**src/rtl/rom_loader_pkg.sv**
```systemverilog
// Shared types and constants for the ROM loader: FSM states, sprite region defaults and
// download index map.
package rom_loader_pkg;

    typedef enum logic [1:0] {
        StIdle,
        StIssue,
        StWaitAck
    } ld_state_e;

    localparam logic [24:0] SP_BASE_DEF     = 25'h10000;
    localparam logic [24:0] SP_END_DEF      = 25'h1C000;
    localparam logic [7:0]  ACK_TIMEOUT_DEF = 8'd255;

    localparam logic [7:0]  ROM_INDEX = 8'd0;
    localparam logic [7:0]  DIP_INDEX = 8'd254;
    localparam int unsigned DIP_BYTES = 8;

    // DIP bytes live in the first DIP_BYTES addresses of the index-254 stream.
    function automatic logic is_dip_addr(input logic [24:0] addr);
        return addr[24:3] == 22'd0;
    endfunction

endpackage

```
**src/rtl/sp_addr_remap.sv**
```systemverilog
// Sprite ROM address remap: classifies a download address as sprite data and scrambles
// its offset into the port-2 word address and byte lane.
module sp_addr_remap
    import rom_loader_pkg::*;
#(
    parameter logic [24:0] SP_BASE = SP_BASE_DEF,
    parameter logic [24:0] SP_END  = SP_END_DEF
) (
    input  logic [24:0] addr,
    output logic        is_sprite,
    output logic [22:0] sp_a,
    output logic [1:0]  sp_ds
);

    logic [24:0] s;
    logic        unused_s_msb;

    assign s            = addr - SP_BASE;
    assign unused_s_msb = s[24];
    assign is_sprite    = (addr >= SP_BASE) && (addr < SP_END);
    // Offset bit 15 becomes the word LSB and bit 14 picks the byte lane.
    assign sp_a         = {s[23:16], s[13:0], s[15]};
    assign sp_ds        = {s[14], ~s[14]};

endmodule

```
**src/rtl/rom_loader.sv**
```systemverilog
// ROM download loader: commits HPS ioctl bytes to SDRAM ports 1/2 over a toggle
// handshake, captures DIP switch bytes and reports load completion/errors.
module rom_loader
    import rom_loader_pkg::*;
#(
    parameter logic [24:0] SP_BASE     = SP_BASE_DEF,
    parameter logic [24:0] SP_END      = SP_END_DEF,
    parameter logic [7:0]  ACK_TIMEOUT = ACK_TIMEOUT_DEF
) (
    input  logic                   clk,
    input  logic                   reset,
    input  logic                   ioctl_download,
    input  logic                   ioctl_wr,
    input  logic [24:0]            ioctl_addr,
    input  logic [7:0]             ioctl_dout,
    input  logic [7:0]             ioctl_index,
    output logic                   ioctl_wait,
    output logic                   port1_req,
    input  logic                   port1_ack,
    output logic [22:0]            port1_a,
    output logic [1:0]             port1_ds,
    output logic [15:0]            port1_d,
    output logic                   port1_we,
    output logic                   port2_req,
    input  logic                   port2_ack,
    output logic [22:0]            port2_a,
    output logic [1:0]             port2_ds,
    output logic [15:0]            port2_d,
    output logic                   port2_we,
    output logic [8*DIP_BYTES-1:0] dip_sw,
    output logic                   rom_loaded,
    output logic                   load_err
);

    ld_state_e              state_q, state_d;
    logic [7:0]             timeout_q, timeout_d;
    logic                   req1_q, req1_d;
    logic                   req2_q, req2_d;
    logic [24:0]            addr_q;
    logic [7:0]             data_q;
    logic                   wr_q, dl_q;
    logic [8*DIP_BYTES-1:0] dip_q;
    logic                   loaded_q, loaded_d;
    logic                   err_q, err_d;
    logic                   pend_q, pend_d;

    logic wr_rise, dl_rise, dl_fall, idx_rom, idle;
    logic accept, overrun, dip_wr, acks_done, to_expire;
    logic is_sprite;

    assign wr_rise = ioctl_wr & ~wr_q;
    assign dl_rise = ioctl_download & ~dl_q;
    assign dl_fall = ~ioctl_download & dl_q;
    assign idx_rom = ioctl_index == ROM_INDEX;
    assign idle    = state_q == StIdle;
    assign accept  = wr_rise & ioctl_download & idx_rom & idle;
    // Any strobe that arrives while a byte is still in flight is lost.
    assign overrun = wr_rise & ~idle;
    assign dip_wr  = wr_rise & ioctl_download & idle & (ioctl_index == DIP_INDEX) &
                     is_dip_addr(ioctl_addr);

    sp_addr_remap #(
        .SP_BASE(SP_BASE),
        .SP_END (SP_END)
    ) u_sp_addr_remap (
        .addr     (addr_q),
        .is_sprite(is_sprite),
        .sp_a     (port2_a),
        .sp_ds    (port2_ds)
    );

    assign acks_done = (port1_ack == req1_q) & (~is_sprite | (port2_ack == req2_q));

    always_comb begin
        state_d   = state_q;
        timeout_d = timeout_q;
        req1_d    = req1_q;
        req2_d    = req2_q;
        to_expire = 1'b0;
        unique case (state_q)
            StIdle: begin
                if (accept) state_d = StIssue;
            end
            StIssue: begin
                req1_d    = ~req1_q;
                req2_d    = is_sprite ? ~req2_q : req2_q;
                timeout_d = '0;
                state_d   = StWaitAck;
            end
            StWaitAck: begin
                if (acks_done) begin
                    state_d = StIdle;
                end else begin
                    timeout_d = timeout_q + 8'd1;
                    if (timeout_d == ACK_TIMEOUT) begin
                        to_expire = 1'b1;
                        state_d   = StIdle;
                    end
                end
            end
            default: state_d = StIdle;
        endcase
    end

    always_comb begin
        loaded_d = loaded_q;
        err_d    = err_q;
        pend_d   = pend_q;
        if (dl_rise && idx_rom) begin
            loaded_d = 1'b0;
            err_d    = 1'b0;
            pend_d   = 1'b0;
        end
        if (dl_fall && idx_rom) pend_d = 1'b1;
        // Completion waits until any in-flight byte has been acknowledged.
        if (pend_d && idle) begin
            loaded_d = 1'b1;
            pend_d   = 1'b0;
        end
        if (overrun || to_expire) err_d = 1'b1;
    end

    always_ff @(posedge clk or posedge reset) begin
        if (reset) begin
            state_q   <= StIdle;
            timeout_q <= '0;
            req1_q    <= 1'b0;
            req2_q    <= 1'b0;
            addr_q    <= '0;
            data_q    <= '0;
            wr_q      <= 1'b0;
            dl_q      <= 1'b0;
            dip_q     <= '0;
            loaded_q  <= 1'b0;
            err_q     <= 1'b0;
            pend_q    <= 1'b0;
        end else begin
            state_q   <= state_d;
            timeout_q <= timeout_d;
            req1_q    <= req1_d;
            req2_q    <= req2_d;
            wr_q      <= ioctl_wr;
            dl_q      <= ioctl_download;
            loaded_q  <= loaded_d;
            err_q     <= err_d;
            pend_q    <= pend_d;
            if (accept) begin
                addr_q <= ioctl_addr;
                data_q <= ioctl_dout;
            end
            if (dip_wr) dip_q[{ioctl_addr[2:0], 3'b000} +: 8] <= ioctl_dout;
        end
    end

    assign ioctl_wait = accept | ~idle;
    assign port1_req  = req1_q;
    assign port2_req  = req2_q;
    assign port1_a    = addr_q[23:1];
    assign port1_ds   = {addr_q[0], ~addr_q[0]};
    assign port1_d    = {data_q, data_q};
    assign port2_d    = {data_q, data_q};
    assign port1_we   = ioctl_download;
    assign port2_we   = ioctl_download;
    assign dip_sw     = dip_q;
    assign rom_loaded = loaded_q;
    assign load_err   = err_q;

endmodule

```
**config.mk**
```make
export PLATFORM = sky130hd
export DESIGN_NAME = rom_loader
export DESIGN_NICKNAME = d
export VERILOG_FILES = /design/src/rtl/rom_loader_pkg.sv /design/src/rtl/sp_addr_remap.sv /design/src/rtl/rom_loader.sv
export SDC_FILE = /design/constraint.sdc
export NUM_CORES = 1
export LEC_CHECK = 0
export ABC_AREA = 0
export CAP_MARGIN = 20
export CORE_ASPECT_RATIO = 2
export CORE_MARGIN = 4
export CORE_UTILIZATION = 35
export CTS_CLUSTER_SIZE = 10
export DETAILED_ROUTE_END_ITERATION = 8
export PLACE_DENSITY = 0.67
export SYNTH_ARGS = -nofsm -noshare
export SYNTH_HDL_FRONTEND = slang
export SYNTH_SLANG_ARGS = --single-unit
```
**constraint.sdc**
```tcl
create_clock -name clk -period 3.63 [get_ports clk]
set_input_delay 0.726 -clock clk [delete_from_list [all_inputs] [get_ports clk]]
set_output_delay 0.726 -clock clk [all_outputs]
set_load 0.02 [all_outputs]
```
After elaboration in Yosys (flattened, before gate mapping)
Index checks and enable logic that the tools add are counted.
{"block": "totals", "ram_bits": 0, "word_cells": 80, "rom_bits": 0, "reg_bits": 114, "out_inout_bits": 153, "mem_count": 0, "inputBits": 47, "latchBits": 0}
{"block": "op_classes", "div": 0, "multipliers": 0, "eq_ne": 9, "muxes": 16, "shifts": 2, "reduce_logical": 14, "bitwise": 22, "magnitude_cmp": 2, "add_sub_neg": 3}
{"operator": "$bwmux W64", "count": 1}
{"operator": "$shift A8 B8 Y64 const A", "count": 1}
{"operator": "$shiftx A8 B8 Y64", "count": 1}
{"operator": "$ge A25 B17 Y1 const B", "count": 1}
{"operator": "$lt A25 B17 Y1 const B", "count": 1}
{"operator": "$sub A24 B17 Y24 const B", "count": 1}
{"operator": "$logic_not A22 Y1", "count": 1}
{"operator": "$eq A8 B8 Y1 const B", "count": 2}
{"operator": "$pmux W8 S2", "count": 1}
{"operator": "$and A1 B1 Y1", "count": 11}
{"operator": "$mux W1", "count": 9}
{"operator": "$not A1 Y1", "count": 9}
{"operator": "$add A8 B1 Y8 const B", "count": 1}
{"operator": "$logic_not A8 Y1", "count": 1}
{"operator": "$mux W8", "count": 1}
{"operator": "$neg A6 Y8", "count": 1}
{"operator": "$mux W2", "count": 3}
{"operator": "$pmux W2 S3", "count": 1}
{"operator": "$reduce_and A2 Y1", "count": 3}
{"operator": "$reduce_bool A2 Y1", "count": 3}
{"operator": "$logic_and A1 B1 Y1", "count": 4}
{"operator": "$ne A3 B3 Y1 const B", "count": 1}
{"operator": "$eq A1 B1 Y1", "count": 2}
{"operator": "$eq A2 B1 Y1 const B", "count": 1}
{"operator": "other kinds (6)", "count": 7}

Logic depth before layout (Yosys ltp)
{"block": "depth", "word_depth": 9, "mapped_depth": 8, "depth_no_buf": 7}

Cells and area by module
From an unflattened synthesis, not the netlist that was laid out.
{"block": "hier_totals", "hier_cells": 428, "hier_area_um2": 5499.0}
{"module": "rom_loader", "seq_area_each_um2": 2852.7, "area_each_um2": 5200.0, "cells_each": 391, "n_inst": 1}
{"module": "sp_addr_remap", "seq_area_each_um2": 0.0, "area_each_um2": 299.0, "cells_each": 37, "n_inst": 1}

Worst setup path before layout
Ideal clock, no wire load.
{"block": "synth_path", "path_type": "input to register", "start": "in ioctl_addr[22]", "end": "reg dip_q[0] (netlist: dip_sw[0])", "arrival_time_ns": 2.355, "setup_time_ns": 0.125, "n_path_buf": 1, "setup_slack_ns": 1.149, "required_ns": 3.505, "cell_stages": 5, "cell_sequence": "or4_1 nor4_4 and4_1 buf_6 mux2_4"}
{"block": "synth_via", "elab_chain_cells": 2}
{"element": "start: declaration", "line": "rom_loader.sv:14", "source": "input logic [24:0] ioctl_addr,"}
{"element": "$logic_not A22 Y1", "line": "rom_loader_pkg.sv:21", "source": "return addr[24:3] == 22'd0;"}
{"element": "$and A1 B1 Y1", "line": "rom_loader.sv:59", "source": "assign dip_wr = wr_rise & ioctl_download & idle & (ioctl_index == DIP_INDEX) &"}
{"element": "end signal: indexed assignment", "line": "rom_loader.sv:151", "source": "if (dip_wr) dip_q[{ioctl_addr[2:0], 3'b000} +: 8] <= ioctl_dout;"}
{"element": "end: declaration", "line": "rom_loader.sv:42", "source": "logic [8*DIP_BYTES-1:0] dip_q;"}
No other way between the ends.
A chain may end at the register's enable or synchronous reset.

Worst setup path after layout
{"block": "layout_path", "start": "in ioctl_index[0]", "end": "out ioctl_wait"}
{"block": "layout_via", "elab_chain_cells": 4}
{"element": "start: declaration", "line": "rom_loader.sv:16", "source": "input logic [7:0] ioctl_index,"}
{"element": "$logic_not A8 Y1", "line": "rom_loader.sv:54", "source": "assign idx_rom = ioctl_index == ROM_INDEX;"}
{"element": "$and A1 B1 Y1 (2 in a row)", "line": "rom_loader.sv:56", "source": "assign accept = wr_rise & ioctl_download & idx_rom & idle;"}
{"element": "$or A1 B1 Y1", "line": "rom_loader.sv:155", "source": "assign ioctl_wait = accept | ~idle;"}
{"element": "end: declaration", "line": "rom_loader.sv:17", "source": "output logic ioctl_wait,"}
No other way between the ends.

==> impl_metrics.toml <==
[route]
routed_wl_um = 18100
route.detailed.drc = 0
final_antenna_net_count = 0
vias = 4596
wl_per_cell_um = 20.22
via_per_inst = 5.135
drt_pass1_iterations = 4
drt-initial-drc-count = 148

[global_route]
grt_pass1_wl_um = 28100
grt_pass1_vias = 4925
overflow = 0
antenna_found_initial = 0
grt_max_degree = 115
grtUsageTotal_pct = 19.94

[timing]
period_minus_slack_ns = 3.250
slew_headroom_pct = 49.90
hold_violations = 0
rsz0062_at_grt = "no"
slew_violations = 0
timing.fmax_ghz = 0.3077
worst_pin_slew_ns = 0.7471
fin_ws_ns = 0.3802
clock_skew_ns = 0.009694
timing.final.crit_share_pct = 89.53
setup_viol = 0
setup_tns_ns = 0

[flow_run]
maxCapViolations = 0

[setup_path]
cp.required_ns = 2.90
r2r_end = "timeout_q[6]"
start_kind = "input pin"
crit_arrival_ns = 2.52
timing.rr.start = "addr_q[22]"
reg2reg_depth = 5
end_kind = "output pin"
setup.worst_path.class = "in2out"
crit_top_cell = "clkdlybuf4s50_1"
critical-path-max-stage-delay_ns = 0.60
r2r_slack_ns = 1.12
worstPathMaxFanout = 3
critical-path-slowest-cell = "clkdlybuf4s50_1"
cp_cell_sequence = "clkdlybuf4s50_1 > nor4_1 > nand3_1 > nand2_1 > clkdlybuf4s50_1"

[finish]
diodes = 0
final_net_count = 737
drive_above_1_share_pct = 15.13
syn_to_final_growth_pct = 42.67

[pwr]
powerDensity_nw_per_um2 = 396.0
total_power_mw = 3.172
p_leak_nw = 3.421
ir_worst_vdd_mv = 0.2987

[yosys]
yosysWarnings = 0
synth.avg_cell_area_sq_um = 10.64
mappedNetlistArea_sq_um = 5615
synth_cell_types = 49
synth-edff-count = 0
synth_cells = 528
ys_ff_latch = 114
synthesis.nets = 584
ys.flop_type = "dfrtp_1"
synth_top_area_share_pct = 50.80
synth_seq_area_share_pct = 50.80
async_reset_ff_share_pct = 100.0
yosys.area.top_type = "dfrtp_1"
synth.area.top_cells = "dfrtp_1 51%, buf_4 8.8%, mux2_2 7.4%"

[clocking]
cts.htree.levels = 4
cts_resized = 0
clkTransAtPathRegs_ns = 0.06
cts_root_buf = "clkbuf_16"
cts_buffers = 17
cts.sinks = 114
cts_max_path_buffers = 2
cts_hold_buf = 0
worst_skew_pair.late_latency_ns = 0.41
post_cts_buffers = 0
tritoncts = "yes"

[place]
post-place-ws_ns = 0.2004
portBuffers = 199
dp.final_hpwl_um = 14130
routabilityCongestion = 0.9194

[hold_path]
holdPathEnd = "dip_sw[11]"
hold_class = "reg2reg"
min_from = "dip_sw[11]"
whs_path_depth = 2

[floorplanning]
die_h_um = 187.1
start_util_pct = 35.59
num_io_pins = 200
die_w_um = 97.57
std_cell_rows = 65
die_area_sq_um = 18260
core_area_sq_um = 15780

[run_status]
status = "finished, final reports clean"
[kinds of logic (layout without fill, tap and decap cells)]
| kind of cell | after synthesis | after routing | share of synthesized area, % |
|---|---|---|---|
| muxes | 46 | 46 | 9.737 |
| xor gates and xnor gates | 10 | 10 | 1.560 |
| adders and majority gates | 9 | 9 | 2.005 |
| and+or+nand+nor | 183 | 183 | 17.42 |
| buffers and inverters | 88 | 254 | 10.52 |
| AOI/OAI and AO/OA | 78 | 78 | 7.955 |
| DFF | 114 | 114 | 50.80 |
[where the power goes]
| group | switching [mW] | internal, mW |
|---|---|---|
| sequential | 0.0150 | 1.28 |
| combinational | 0.134 | 0.111 |
| clock | 0.648 | 0.982 |
[through the flow]
stage,instance area [sq um],cells,utilization [%],hold WS (ns)
after floorplan,5619,528,-,0.4821
after global placement,7428,863,47.08,0.4632
after detailed placement,7428,863,47.08,0.4694
after CTS,8011,895,50.78,0.4828
after global routing,8011,895,50.78,0.4980
final,8011,895,50.78,0.4775
[synthesized netlist by cell type, drive strengths merged (7+ instances only)]
master  count
nand2      92
dfrtp     114
xor2        7
inv        13
nand3      10
buf        71
nor3b       7
ha          9
nor2        9
o21ai      60
nand4       9
nor4       17
nor3        7
mux2       45
[critical path: cells and delay by family]
| family | cells | cell delay (ns) |
|---|---|---|
| simple gates | 3 | 0.75 |
| buf+inv | 2 | 1.05 |
[metal layers]
metal	part of all wire, %	track usage, %
met2	56	37.63
met3	4.2	3.845
met1	35	19.83
met4	5.3	11.36
met5	0	0
[cell usage in the layout, fill, tap and decap left out, drive strengths merged, types with 4 or more instances in the layout]
master	n
nand4	9
xor2	7
nor4b	4
ha	9
nor3b	7
and3	4
mux2	45
clkbuf	18
nand3	10
clkinvlp	5
nor3	7
nor4	17
inv	20
dfrtp	114
nand2b	4
nor2	9
nand2	92
buf	10
or2	4
clkdlybuf4s50	199
o21ai	60
[state kept, by name, indices dropped and copies added, names as in the netlist]
register	cells
dip_sw	64
rom_loaded	1
load_err	1
wr_q	1
data_q	8
addr_q	25
port2_req	1
dl_q	1
port1_req	1
state_q	2
pend_q	1
timeout_q	8
[cell type report]
cell class,count,area (sq um)
fill,1443,7766
clock buffer,18,439.2
multi-input combinational,326,2180
timing repair buffer,209,2092
clock inverter,14,143.9
inverter,13,52.55
tap,201,251.5
sequential,114,2853
[worst max path at each step]
stage	startpoint	end	slack (ns)	depth (start not counted)
detailed placement	ioctl_addr[11]	dip_sw[37]	0.20	6
CTS	ioctl_index[0]	ioctl_wait	0.39	5
finish	ioctl_index[0]	ioctl_wait	0.38	5
global route	ioctl_index[0]	ioctl_wait	0.28	5
floorplan	ioctl_addr[22]	dip_sw[0]	1.15	5
global placement	ioctl_addr[11]	dip_sw[36]	0.27	6
No activity file was read; power rests on OpenSTA's default activity.
